## src/rtl/itch_msg_framer_pkg.sv

```systemverilog
// Shared types and constants for the ITCH message framer and its Add Order decoder.
package itch_msg_framer_pkg;

   localparam logic [7:0]  ITCH_ADD_ORDER_TYPE = 8'h41;
   localparam logic [15:0] ITCH_ADD_ORDER_LEN  = 16'd36;

   typedef struct packed {
      logic [15:0] locate;
      logic [15:0] tracking;
      logic [47:0] timestamp;
      logic [63:0] orderRef;
      logic [7:0]  side;
      logic [31:0] shares;
      logic [63:0] stock;
      logic [31:0] price;
   } addOrderType;

   typedef enum logic [1:0] {
      LEN_HI,
      LEN_LO,
      BODY
   } framerStateType;

endpackage

```

## src/rtl/itch_msg_framer_if.sv

```systemverilog
// Framed ITCH message stream: framer drives (master), downstream consumes (slave).
interface itch_msg_framer_if;

   logic [7:0]  msgDataOut;
   logic        msgValidOut;
   logic        msgSomOut;
   logic        msgEomOut;
   logic [7:0]  msgTypeOut;
   logic [15:0] msgLenOut;
   logic [15:0] msgIdxOut;

   modport master (
      output msgDataOut, msgValidOut, msgSomOut, msgEomOut, msgTypeOut, msgLenOut, msgIdxOut
   );

   modport slave (
      input msgDataOut, msgValidOut, msgSomOut, msgEomOut, msgTypeOut, msgLenOut, msgIdxOut
   );

endinterface

```

## src/rtl/itch_add_order_decoder.sv

```systemverilog
// Collects ITCH Add Order body bytes into field registers; publishes them at EOM of a
// full-length Add Order, in step with the framer's registered EOM.
module itch_add_order_decoder
   import itch_msg_framer_pkg::*;
(
   input  logic        clkIn,
   input  logic        rstIn,
   input  logic [7:0]  msgByteIn,
   input  logic        msgValidIn,
   input  logic [15:0] msgIdxIn,
   input  logic [7:0]  msgTypeIn,
   input  logic        msgEomIn,
   input  logic [15:0] msgLenIn,
   output logic        addOrderValidOut,
   output addOrderType addOrderOut
);

   addOrderType workR;
   addOrderType workNext;
   logic        isAddOrder;
   logic        pulse;

   assign isAddOrder = msgValidIn && (msgTypeIn == ITCH_ADD_ORDER_TYPE);
   assign pulse      = isAddOrder && msgEomIn && (msgLenIn == ITCH_ADD_ORDER_LEN);

   // Fields are exactly as wide as their byte spans, so left shifts flush stale content.
   always_comb begin
      workNext = workR;
      if (isAddOrder) begin
         if (msgIdxIn inside {[16'd1:16'd2]}) begin
            workNext.locate = {workR.locate[7:0], msgByteIn};
         end else if (msgIdxIn inside {[16'd3:16'd4]}) begin
            workNext.tracking = {workR.tracking[7:0], msgByteIn};
         end else if (msgIdxIn inside {[16'd5:16'd10]}) begin
            workNext.timestamp = {workR.timestamp[39:0], msgByteIn};
         end else if (msgIdxIn inside {[16'd11:16'd18]}) begin
            workNext.orderRef = {workR.orderRef[55:0], msgByteIn};
         end else if (msgIdxIn == 16'd19) begin
            workNext.side = msgByteIn;
         end else if (msgIdxIn inside {[16'd20:16'd23]}) begin
            workNext.shares = {workR.shares[23:0], msgByteIn};
         end else if (msgIdxIn inside {[16'd24:16'd31]}) begin
            workNext.stock = {workR.stock[55:0], msgByteIn};
         end else if (msgIdxIn inside {[16'd32:16'd35]}) begin
            workNext.price = {workR.price[23:0], msgByteIn};
         end
      end
   end

   always_ff @(posedge clkIn or posedge rstIn) begin
      if (rstIn) begin
         workR            <= '0;
         addOrderValidOut <= 1'b0;
         addOrderOut      <= '0;
      end else begin
         workR            <= workNext;
         addOrderValidOut <= pulse;
         if (pulse) begin
            addOrderOut <= workNext;
         end
      end
   end

endmodule

```

## src/rtl/itch_msg_framer.sv

```systemverilog
// Splits MoldUDP64 message blocks (2-byte length + body) into framed, registered ITCH
// messages and flags truncated frames and zero-length blocks.
module itch_msg_framer
   import itch_msg_framer_pkg::*;
#(
   parameter bit ADD_ORDER_EN = 1'b1
) (
   input  logic                      clkIn,
   input  logic                      rstIn,
   input  logic [7:0]                dataIn,
   input  logic                      dataValidIn,
   input  logic                      eofIn,
   itch_msg_framer_if.master         msgBus,
   output logic                      addOrderValidOut,
   output addOrderType               addOrderOut,
   output logic                      truncErrOut,
   output logic                      zeroLenErrOut
);

   framerStateType stateR, stateNext, stateAfterByte;
   logic [15:0]    lenR, lenNext;
   logic [15:0]    cntR, cntNext;

   logic [7:0]     dataR, dataNext;
   logic           validR, validNext;
   logic           somR, somNext;
   logic           eomR, eomNext;
   logic [7:0]     typeR, typeNext;
   logic [15:0]    lenOutR, lenOutNext;
   logic [15:0]    idxR, idxNext;
   logic           truncR, truncNext;
   logic           zeroR, zeroNext;

   logic           bodyByte;
   logic           isSom;
   logic           isEom;
   logic           zeroLen;

   assign bodyByte = dataValidIn && (stateR == BODY);
   assign isSom    = (cntR == 16'd0);
   assign isEom    = (cntR == lenR - 16'd1);
   assign zeroLen  = dataValidIn && (stateR == LEN_LO) && ({lenR[15:8], dataIn} == 16'd0);

   always_ff @(posedge clkIn or posedge rstIn) begin
      if (rstIn) begin
         stateR <= LEN_HI;
      end else begin
         stateR <= stateNext;
      end
   end

   // The byte is consumed before eofIn is judged, so a frame ending on EOM is clean.
   always_comb begin
      stateAfterByte = stateR;
      if (dataValidIn) begin
         unique case (stateR)
            LEN_HI:  stateAfterByte = LEN_LO;
            LEN_LO:  stateAfterByte = zeroLen ? LEN_HI : BODY;
            BODY:    stateAfterByte = isEom ? LEN_HI : BODY;
            default: stateAfterByte = LEN_HI;
         endcase
      end
      stateNext = eofIn ? LEN_HI : stateAfterByte;
   end

   always_comb begin
      lenNext    = lenR;
      cntNext    = cntR;
      dataNext   = dataR;
      validNext  = bodyByte;
      somNext    = bodyByte && isSom;
      eomNext    = bodyByte && isEom;
      typeNext   = typeR;
      lenOutNext = lenOutR;
      idxNext    = idxR;
      truncNext  = eofIn && (stateAfterByte != LEN_HI);
      zeroNext   = zeroLen;
      if (dataValidIn && stateR == LEN_HI) begin
         lenNext[15:8] = dataIn;
      end
      if (dataValidIn && stateR == LEN_LO) begin
         lenNext[7:0] = dataIn;
         cntNext      = 16'd0;
      end
      if (bodyByte) begin
         dataNext = dataIn;
         idxNext  = cntR;
         if (!isEom) begin
            cntNext = cntR + 16'd1;
         end
         if (isSom) begin
            typeNext   = dataIn;
            lenOutNext = lenR;
         end
      end
   end

   always_ff @(posedge clkIn or posedge rstIn) begin
      if (rstIn) begin
         lenR    <= '0;
         cntR    <= '0;
         dataR   <= '0;
         validR  <= 1'b0;
         somR    <= 1'b0;
         eomR    <= 1'b0;
         typeR   <= '0;
         lenOutR <= '0;
         idxR    <= '0;
         truncR  <= 1'b0;
         zeroR   <= 1'b0;
      end else begin
         lenR    <= lenNext;
         cntR    <= cntNext;
         dataR   <= dataNext;
         validR  <= validNext;
         somR    <= somNext;
         eomR    <= eomNext;
         typeR   <= typeNext;
         lenOutR <= lenOutNext;
         idxR    <= idxNext;
         truncR  <= truncNext;
         zeroR   <= zeroNext;
      end
   end

   assign msgBus.msgDataOut  = dataR;
   assign msgBus.msgValidOut = validR;
   assign msgBus.msgSomOut   = somR;
   assign msgBus.msgEomOut   = eomR;
   assign msgBus.msgTypeOut  = typeR;
   assign msgBus.msgLenOut   = lenOutR;
   assign msgBus.msgIdxOut   = idxR;
   assign truncErrOut        = truncR;
   assign zeroLenErrOut      = zeroR;

   generate
      if (ADD_ORDER_EN) begin : genAddOrder
         // Decoder registers alongside the framer outputs, so it sees pre-register values.
         itch_add_order_decoder uDecoder (
            .clkIn            (clkIn),
            .rstIn            (rstIn),
            .msgByteIn        (dataIn),
            .msgValidIn       (bodyByte),
            .msgIdxIn         (cntR),
            .msgTypeIn        (typeNext),
            .msgEomIn         (eomNext),
            .msgLenIn         (lenR),
            .addOrderValidOut (addOrderValidOut),
            .addOrderOut      (addOrderOut)
         );
      end else begin : genNoAddOrder
         assign addOrderValidOut = 1'b0;
         assign addOrderOut      = '0;
      end
   endgenerate

endmodule

```

## src/flat_wrapper.sv

```systemverilog
// flat-port wrapper written by rule: the top's interface ports become plain ports
module itch_msg_framer_flat import itch_msg_framer_pkg::*;
#(
   parameter bit ADD_ORDER_EN = 1'b1
)
  (clkIn, rstIn, dataIn, dataValidIn, eofIn, addOrderValidOut, addOrderOut, truncErrOut, zeroLenErrOut, msgBus_msgDataOut, msgBus_msgValidOut, msgBus_msgSomOut, msgBus_msgEomOut, msgBus_msgTypeOut, msgBus_msgLenOut, msgBus_msgIdxOut);
  itch_msg_framer_if msgBus_i ();
  input  logic clkIn;
  input  logic rstIn;
  input  logic [7:0] dataIn;
  input  logic dataValidIn;
  input  logic eofIn;
  output logic addOrderValidOut;
  output addOrderType addOrderOut;
  output logic truncErrOut;
  output logic zeroLenErrOut;
  output wire logic [$bits(msgBus_i.msgDataOut)-1:0] msgBus_msgDataOut;
  output wire logic [$bits(msgBus_i.msgValidOut)-1:0] msgBus_msgValidOut;
  output wire logic [$bits(msgBus_i.msgSomOut)-1:0] msgBus_msgSomOut;
  output wire logic [$bits(msgBus_i.msgEomOut)-1:0] msgBus_msgEomOut;
  output wire logic [$bits(msgBus_i.msgTypeOut)-1:0] msgBus_msgTypeOut;
  output wire logic [$bits(msgBus_i.msgLenOut)-1:0] msgBus_msgLenOut;
  output wire logic [$bits(msgBus_i.msgIdxOut)-1:0] msgBus_msgIdxOut;
  assign msgBus_msgDataOut = msgBus_i.msgDataOut;
  assign msgBus_msgValidOut = msgBus_i.msgValidOut;
  assign msgBus_msgSomOut = msgBus_i.msgSomOut;
  assign msgBus_msgEomOut = msgBus_i.msgEomOut;
  assign msgBus_msgTypeOut = msgBus_i.msgTypeOut;
  assign msgBus_msgLenOut = msgBus_i.msgLenOut;
  assign msgBus_msgIdxOut = msgBus_i.msgIdxOut;
  itch_msg_framer #(.ADD_ORDER_EN(ADD_ORDER_EN)) u_core (.clkIn(clkIn), .rstIn(rstIn), .dataIn(dataIn), .dataValidIn(dataValidIn), .eofIn(eofIn), .msgBus(msgBus_i), .addOrderValidOut(addOrderValidOut), .addOrderOut(addOrderOut), .truncErrOut(truncErrOut), .zeroLenErrOut(zeroLenErrOut));
endmodule
```

## config.mk

```make
export PLATFORM = sky130hd
export DESIGN_NAME = itch_msg_framer_flat
export DESIGN_NICKNAME = d
export VERILOG_FILES = /design/src/rtl/itch_msg_framer_pkg.sv /design/src/rtl/itch_msg_framer_if.sv /design/src/rtl/itch_add_order_decoder.sv /design/src/rtl/itch_msg_framer.sv /design/src/flat_wrapper.sv
export SDC_FILE = /design/constraint.sdc
export NUM_CORES = 1
export LEC_CHECK = 0
export CORE_ASPECT_RATIO = 1.75
export CORE_UTILIZATION = 50
export DETAILED_ROUTE_END_ITERATION = 10
export PLACE_DENSITY = 0.72
export SLEW_MARGIN = 25
export SYNTH_ARGS = -nofsm -noshare
export SYNTH_HDL_FRONTEND = slang
export SYNTH_SLANG_ARGS = --single-unit
```

## constraint.sdc

```tcl
create_clock -name clkIn -period 40.7 [get_ports clkIn]
set_clock_uncertainty 0.2 [all_clocks]
set_input_delay 4.07 -clock clkIn [delete_from_list [all_inputs] [get_ports clkIn]]
set_output_delay 4.07 -clock clkIn [all_outputs]
set_load 0.01 [all_outputs]
```

== Word-level counts from Yosys, hierarchy flattened ==
Index checks and enable logic that the tools add are counted.
Word-level totals
  flip-flop bits (word level): 648
  bits of input ports: 12
  output and inout port bits: 334
  logic and storage cells: 100
Operators by class
  $add $sub $neg: 2
  order comparisons: 14
  equality and inequality tests: 6
  muxes and demuxes: 26
  reduce and logical (&&, ||, !) cells: 22
Operator list (number)
  $mux W280: 1
  $mux W264: 1
  $mux W248: 1
  $mux W200: 1
  $mux W136: 1
  $mux W128: 1
  $mux W64: 2
  $mux W32: 3
  $mux W96: 1
  $mux W16: 5
  $le A16 B5 Y1 const B: 3
  $mux W48: 1
  $ge A16 B5 Y1 const B: 2
  $logic_not A16 Y1: 2
  $mux W8: 3
  $logic_and A1 B1 Y1: 17
  $add A16 B1 Y16 const B: 1
  $eq A16 B16 Y1: 1
  $eq A16 B5 Y1 const B: 1
  $eq A16 B6 Y1 const B: 1
  $ge A16 B1 Y1 const B: 1
  $ge A16 B2 Y1 const B: 1
  $ge A16 B3 Y1 const B: 1
  $ge A16 B4 Y1 const B: 1
  other kinds (14): 17

== Logic depth before layout (Yosys ltp) ==
Gate-level depths: netlist (run 1).
  word-level depth: 11
  mapped depth: 12
  gate-level depth less buffers: 10

== By module ==
From an unflattened synthesis (run 1), not the netlist that was laid out.
Second synthesis, totals
  cells, all modules: 2740
  area total of the unflattened synthesis: 29052.9 um^2
Modules (own cells, without submodules)
  itch_add_order_decoder: instances 1, cells each 2319, area an instance 24785.0 um^2, sequential area each 14038.5 um^2
  itch_msg_framer: instances 1, cells each 421, area an instance 4267.8 um^2, sequential area each 2177.1 um^2

== Least setup slack after synthesis (run 1) ==
OpenSTA, ideal clock, no wires.
  kind: input to register
  start: in dataValidIn
  end: reg, netlist name u_core.genAddOrder.uDecoder.addOrderOut[10]
  library setup time: 0.125 ns
  arrival: 6.356 ns
  required time: 40.375 ns
  setup slack: 34.019 ns
  stages: 10
  buffers on the path: 1
  cells stage by stage: nand3_4 -> inv_1 -> nand4_2 -> or2_1 -> inv_2 -> mux2i_2 -> nor4b_2 -> buf_2 -> mux2_2 -> mux2_4
RTL lines
  start, declared: line flat_wrapper.sv:11  | input logic dataValidIn;

== Final worst setup path (run 1) ==
  start: in dataValidIn
  end: reg, netlist name u_core.genAddOrder.uDecoder.addOrderOut[217]
On the way
  longest elaborated chain between the ends: 6
  elaborated cells on any way between the ends: 8
  classes of those cells: eq/ne (1); mux (2); reduce/logical (5)
RTL lines
  $logic_and A1 B1 Y1 (*): line itch_msg_framer.sv:39  | assign bodyByte = dataValidIn && (stateR == BODY);
  $mux W8: line itch_msg_framer.sv:85  | if (bodyByte) begin
  $eq A8 B7 Y1: line itch_add_order_decoder.sv:23  | assign isAddOrder = msgValidIn && (msgTypeIn == ITCH_ADD_ORDER_TYPE);
  $logic_and A1 B1 Y1: line itch_add_order_decoder.sv:23
  $logic_and A1 B1 Y1 (2 in series): line itch_add_order_decoder.sv:24  | assign pulse = isAddOrder && msgEomIn && (msgLenIn == ITCH_ADD_ORDER_LEN);
Every way passes the cells marked *; elsewhere a longest branch is shown, timed or not.
A chain may end at the register's enable or synchronous reset.

==> results of run 1 <==
[kinds of logic after synthesis]
logic type / synth area share, %
AO/OA/AOI/OAI: 1.79
adder cells (fa/ha/maj): 0.291
buffers and inverters: 2.92
multiplexers: 26.4
XOR/XNOR: 0.612
AND/OR/NAND/NOR: 5.08
flip-flops: 62.9
[state kept, by name (all words and copies together) (netlist names)]
| signal | count |
|---|---|
| u_core.msgBus.msgEomOut | 1 |
| u_core.msgBus.msgLenOut | 16 |
| u_core.msgBus.msgSomOut | 1 |
| u_core.truncErrOut | 1 |
| u_core.msgBus.msgIdxOut | 16 |
| u_core.zeroLenErrOut | 1 |
| u_core.genAddOrder.uDecoder.addOrderValidOut | 1 |
| u_core.lenR | 16 |
| u_core.cntR | 16 |
| u_core.msgBus.msgValidOut | 1 |
| u_core.msgBus.msgTypeOut | 8 |
| u_core.stateR | 2 |
| u_core.genAddOrder.uDecoder.workR | 280 |
| u_core.msgBus.msgDataOut | 8 |
| u_core.genAddOrder.uDecoder.addOrderOut | 280 |
[worst max path at each step]
stage / from / endpoint / slack [ns]
floorplan: rstIn / u_core.cntR[0]$_DFF_PP0_ / 18.27
global placement: dataValidIn / u_core.genAddOrder.uDecoder.addOrderOut[241]$_DFFE_PP0P_ / 30.92
detailed placement: dataValidIn / u_core.genAddOrder.uDecoder.addOrderOut[217]$_DFFE_PP0P_ / 30.78
CTS: dataValidIn / u_core.genAddOrder.uDecoder.addOrderOut[217]$_DFFE_PP0P_ / 31.38
global route: dataValidIn / u_core.genAddOrder.uDecoder.addOrderOut[225]$_DFFE_PP0P_ / 31.36
finish: dataValidIn / u_core.genAddOrder.uDecoder.addOrderOut[217]$_DFFE_PP0P_ / 31.73
[stage by stage]
step | instances | area, sq um | hold slack (ns)
2_1_floorplan | 1705 | 25800 | 0.256
3_3_place_gp | 2638 | 29600 | 0.260
3_5_place_dp | 2638 | 29600 | 0.263
4_1_cts | 2740 | 31500 | 0.280
5_1_grt | 2745 | 31600 | 0.301
6_report | 2745 | 31600 | 0.273
[routing by layer]
metal / part of all wire [%] / global-route usage [%] / vias up
met5: 0 / 0 / -
met4: 4.4 / 9.59 / 0
met3: 5.2 / 4.64 / 120
met2: 53 / 41.0 / 393
met1: 37 / 25.9 / 7579
li1: - / - / 6632
[power groups by stage]
stage | Sequential (W) | Combinational [W] | Clock [W]
floorplan | 0.000693 | 0.0000487 | 0
global placement | 0.000693 | 0.000103 | 0
detailed placement | 0.000694 | 0.000106 | 0
CTS | 0.000682 | 0.000106 | 0.000560
global route | 0.000684 | 0.000114 | 0.000582
finish | 0.000682 | 0.000105 | 0.000545
[area by class of cell]
class / count / area [sq um] / area share (%)
clock inverters: 20 / 215 / 0.682
flip-flops and latches: 648 / 16200 / 51.4
inverters: 22 / 90.1 / 0.285
multi-input cells: 939 / 8820 / 27.9
repair buffers: 367 / 3710 / 11.8
diodes: 1 / 2.50 / 0.00793
clock buffers: 82 / 1680 / 5.32
well taps: 666 / 833 / 2.64
[critical path: stages]
cell	delay [ns]
clkdlybuf4s50_1	0.59
nand3_4	0.42
inv_1	0.22
nand4_2	0.17
or2_1	0.38
inv_2	0.34
mux2i_2	0.42
nand4_1	0.32
nor2_8	0.78
buf_12	0.38
buf_16	0.46
mux2_2	0.41
[cells in the mapped netlist, drive strengths merged (3+ instances only)]
library cell,number,area [sq um]
buf,56,521
ha,6,75.1
and3,13,81.3
o21ai,42,210
nand4,8,71.3
a21oi,7,35.0
clkbuf,40,150
nand3,21,118
a31oi,4,25.0
o211ai,5,37.5
inv,21,78.8
nor4,12,81.3
dfrtp,648,16200
nor3,21,121
nand2b,3,18.8
xnor2,9,78.8
mux2,574,6770
or3,4,25.0
o31ai,4,30.0
nor2,29,125
xor2,9,78.8
and4,4,35.0
nand2,131,492
==> results_dict.tcl, run 1 <==
set metrics [dict create \
    outcome "finished, final reports clean" \
    synth_area_per_cell_sq_um 15.1 \
    synth_cells 1705 \
    root_buffer "clkbuf_16" \
    powerDensity_nw_per_um2 42.2 \
    rows 109 \
    post_cts_buffers 0 \
    cts_sinks 648 \
    final_cell_mix "648 x dfrtp_1, 370 x mux2_2, 345 x clkdlybuf4s50_1" \
    pre_cts_ws_ns 30.78 \
    period_needed_ns 8.97 \
    drive_gt1_share_pct 28.0 \
    slew_viol_final 0 \
    synthesis.nets 1723 \
    hold_start "u_core.msgBus.msgIdxOut[12]$_DFFE_PP0P_" \
    holdPathStages 2 \
    fp.dieH_um 302 \
    post-route-util_pct 62.2 \
    cts_made_buffers 56 \
    worstMarginPinSlew_ns 1.09 \
    ioPinCount 346 \
    p_leak_nw 15.6 \
    relSlewSlack_pct 27.3 \
    io_buffers 345 \
    gr-usage-all-layers_pct 22.6 \
    yosysWarnings 0 \
    setup_ws_ns 31.73 \
    place.gp.congestion 0.878 \
    required_ns 40.97 \
    synth_top_flop_cell "dfrtp_1" \
    area_growth_pct 22.5 \
    fp.coreArea_sq_um 50700 \
    max_freq_mhz 112 \
    switching_power_w 0.000315 \
    finalSetupViolCount 0 \
    grt_remaining_overflow 0 \
    ff2ff_setup_slack_ns 35.29 \
    combPwrFrac_pct 7.8 \
    worstSetupEndpointType "flop" \
    drv_cap 0 \
    wl_per_cell_um 21.4 \
    dieWidth_um 174 \
    grt_pass1_wl_um 92000 \
    yosysUniqueCellTypes 66 \
    syn_area_sq_um 25800 \
    grt_antenna_before_repair 1 \
    htreeDepth 2 \
    power.share.switching_pct 23.6 \
    ant_nets 0 \
    viasPerCell 5.36 \
    rsz0062_at_grt "false" \
    min_path_type "reg -> reg" \
    dp.final_hpwl_um 39700 \
    layout_commonest_cell "dfrtp_1" \
    clkLatencyLatePin_ns 0.60 \
    min_to "u_core.msgBus.msgIdxOut[12]$_DFFE_PP0P_" \
    cp.arrival_ns 9.24 \
    num-fill-cells 3843 \
    clk_pin_slew_ns 0.07 \
    routed_wl_um 58800 \
    r2r_cells 12 \
    ys_seq_area_share_pct 62.9 \
    grt_max_degree 176 \
    async_flop_share_pct 100 \
    timing.rr.start "u_core.stateR[0]$_DFF_PP0_" \
    fin_crit_sh_pct 22.0 \
    vias 14700 \
    drt-pass1-iter-count 5 \
    drc 0 \
    holdBufCountCts 0 \
    ir_drop_v 0.0000482 \
    start_kind "input port" \
    path_class "in -> reg" \
    cts_tree "yes" \
    hold_viol 0 \
    drt_iter0_drc 675 \
    r2r_end "u_core.genAddOrder.uDecoder.addOrderOut[217]$_DFFE_PP0P_" \
    ys_ff_latch 648 \
    p_seq_share_pct 51.2 \
    power_w 0.00133 \
    start_util_pct 50.8 \
    cts-resized-gates 0 \
    cp_max_fo 109 \
    p_int_w 0.00102 \
    nNetsFinal 2052 \
    synth_edf_count 0 \
    grt_pass1_vias 15700 \
    clkPwrFrac_pct 41.0 \
    setup_tns_ns 0 \
    clock_path_buffers 3 \
    die_area_sq_um 52500 \
]
No activity file was read; power rests on OpenSTA's default activity.
==> run 2: changes to the inputs <==
==> constraint.sdc (replaced) <==
create_clock -name clkIn -period 8.4 [get_ports clkIn]
set_clock_uncertainty 0.2 [all_clocks]
set_input_delay 0.84 -clock clkIn [delete_from_list [all_inputs] [get_ports clkIn]]
set_output_delay 0.84 -clock clkIn [all_outputs]
set_load 0.01 [all_outputs]
==> results_dict.tcl, run 2 (synthesized netlist as in run 1, its figures left out) <==
set metrics [dict create \
    drt_iter0_drc 684 \
    holdBufCountCts 0 \
    crit_family "simple AND/OR/NAND/NOR gates" \
    wl_per_cell_um 21.4 \
    grt_antenna_before_repair 0 \
    slowest_delay_ns 0.65 \
    dp.final_hpwl_um 40400 \
    cp_max_fo 49 \
    grt_remaining_overflow 0 \
    required_ns 8.66 \
    num_antenna_cells 0 \
    clkLatencyLatePin_ns 0.58 \
    start_util_pct 50.8 \
    p_leak_nw 15.5 \
    start_kind "input port" \
    cts_tree "yes" \
    fin_crit_sh_pct 66.9 \
    outcome "finished, final reports clean" \
    ir_drop_v 0.000178 \
    dieWidth_um 174 \
    drt-pass1-iter-count 5 \
    period_needed_ns 5.62 \
    fp.dieH_um 302 \
    path_class "in -> reg" \
    hold_slack_ns 0.279 \
    post_cts_buffers 0 \
    crit_chain "clkdlybuf4s50_1 > nand3_4 > inv_1 > nand4_2 > or2_1 > inv_2 > mux2i_2 > nand4_1 > nor2_8 > buf_4 > mux2_2" \
    max_freq_mhz 178 \
    ioPinCount 346 \
    drc 0 \
    gr-usage-all-layers_pct 22.5 \
    cp.arrival_ns 5.88 \
    worstMarginPinSlew_ns 1.01 \
    root_buffer "clkbuf_16" \
    clk_pin_slew_ns 0.07 \
    reg.largest.list "u_core.genAddOrder.uDecoder.addOrderOut (280), u_core.genAddOrder.uDecoder.workR (280)" \
    relSlewSlack_pct 32.6 \
    finalSetupViolCount 0 \
    vias 14600 \
    slowest_stage "buf_4" \
    min_path_type "reg -> reg" \
    fp.coreArea_sq_um 50700 \
    hold_viol 0 \
    final_cell_mix "648 x dfrtp_1, 370 x mux2_2, 345 x clkdlybuf4s50_1" \
    area_growth_pct 22.1 \
    grt_pass1_vias 15400 \
    rows 109 \
    clock_path_buffers 3 \
    post-route-util_pct 62.0 \
    place.gp.congestion 0.851 \
    rsz0062_at_grt "false" \
    cts-resized-gates 0 \
    routed_wl_um 58800 \
    grt_max_degree 168 \
    drive_gt1_share_pct 27.9 \
    layout_commonest_cell "dfrtp_1" \
    path_buf_inv 4 \
    cts_sinks 648 \
    viasPerCell 5.33 \
    worstSetupEndpointType "flop" \
    setup_tns_ns 0 \
    powerDensity_nw_per_um2 201 \
    drv_cap 0 \
    nNetsFinal 2056 \
    slew_viol_final 0 \
    ant_nets 0 \
    grt_pass1_wl_um 91000 \
    die_area_sq_um 52500 \
    cts_made_buffers 56 \
    htreeDepth 2 \
    io_buffers 345 \
]
==> run 2: worst paths after layout <==
check                      slack (ns)                                                        to  cells past startpoint                                     from
max                              2.78  u_core.genAddOrder.uDecoder.addOrderOut[218]$_DFFE_PP0P_                     11                              dataValidIn
min                              0.28                   u_core.msgBus.msgLenOut[11]$_DFFE_PP0P_                      2  u_core.msgBus.msgLenOut[11]$_DFFE_PP0P_
max reg2reg                      3.12  u_core.genAddOrder.uDecoder.addOrderOut[218]$_DFFE_PP0P_                     11               u_core.stateR[0]$_DFF_PP0_
min reg2reg                      0.28                   u_core.msgBus.msgLenOut[11]$_DFFE_PP0P_                      2  u_core.msgBus.msgLenOut[11]$_DFFE_PP0P_
max in group asynchronous        5.42          u_core.genAddOrder.uDecoder.workR[211]$_DFF_PP0_                      4                                    rstIn
min in group asynchronous        0.56          u_core.genAddOrder.uDecoder.workR[247]$_DFF_PP0_                      2                                    rstIn
==> run 2: layout make-up <==
cell class | instances | area [sq um]
Timing Repair Buffer | 371 | 3720
Clock buffer | 80 | 1620
Inverter | 22 | 86.3
Clock inverter | 20 | 159
Fill cell | 3891 | 19300
Multi-Input combinational cell | 939 | 8820
Sequential cell | 648 | 16200
Tap cell | 666 | 833
==> run 2: routing by layer <==
metal	wire (um)	up-vias	GRT usage, %	part of all wire (%)
li1	-	6625	-	-
met1	22100	7548	25.9	38
met2	31400	353	41.0	53
met3	2980	112	4.46	5.1
met4	2360	0	9.17	4.0
met5	0	-	0	0
==> run 2: worst reg2reg max path, cell delays in order, from the launching register on <==
cell and delay (ns):
dfrtp_1 0.44, inv_2 0.12, nand3_4 0.38, inv_1 0.23, nand4_2 0.17, or2_1 0.64, inv_2 0.49, mux2i_2 0.42
nand4_1 0.35, nor2_8 0.59, buf_4 0.67, mux2_2 0.45
==> run 2: stage by stage <==
step	setup WS (ns)	total power [W]	instance area, sq um	instances
global route	2.43	0.00656	31500	2746
floorplan	-1.49	0.00360	25800	1705
global placement	2.37	0.00386	29600	2644
detailed placement	2.20	0.00388	29600	2644
CTS	2.81	0.00641	31400	2744
finish	2.78	0.00632	31500	2746
==> run 2: power by group <==
| part | switching (W) | total [W] | internal, W | leakage (nW) |
|---|---|---|---|---|
| Sequential | 0.000100 | 0.00331 | 0.00321 | 8.99 |
| Combinational | 0.000290 | 0.000501 | 0.000211 | 5.63 |
| Clock | 0.00110 | 0.00251 | 0.00140 | 0.887 |
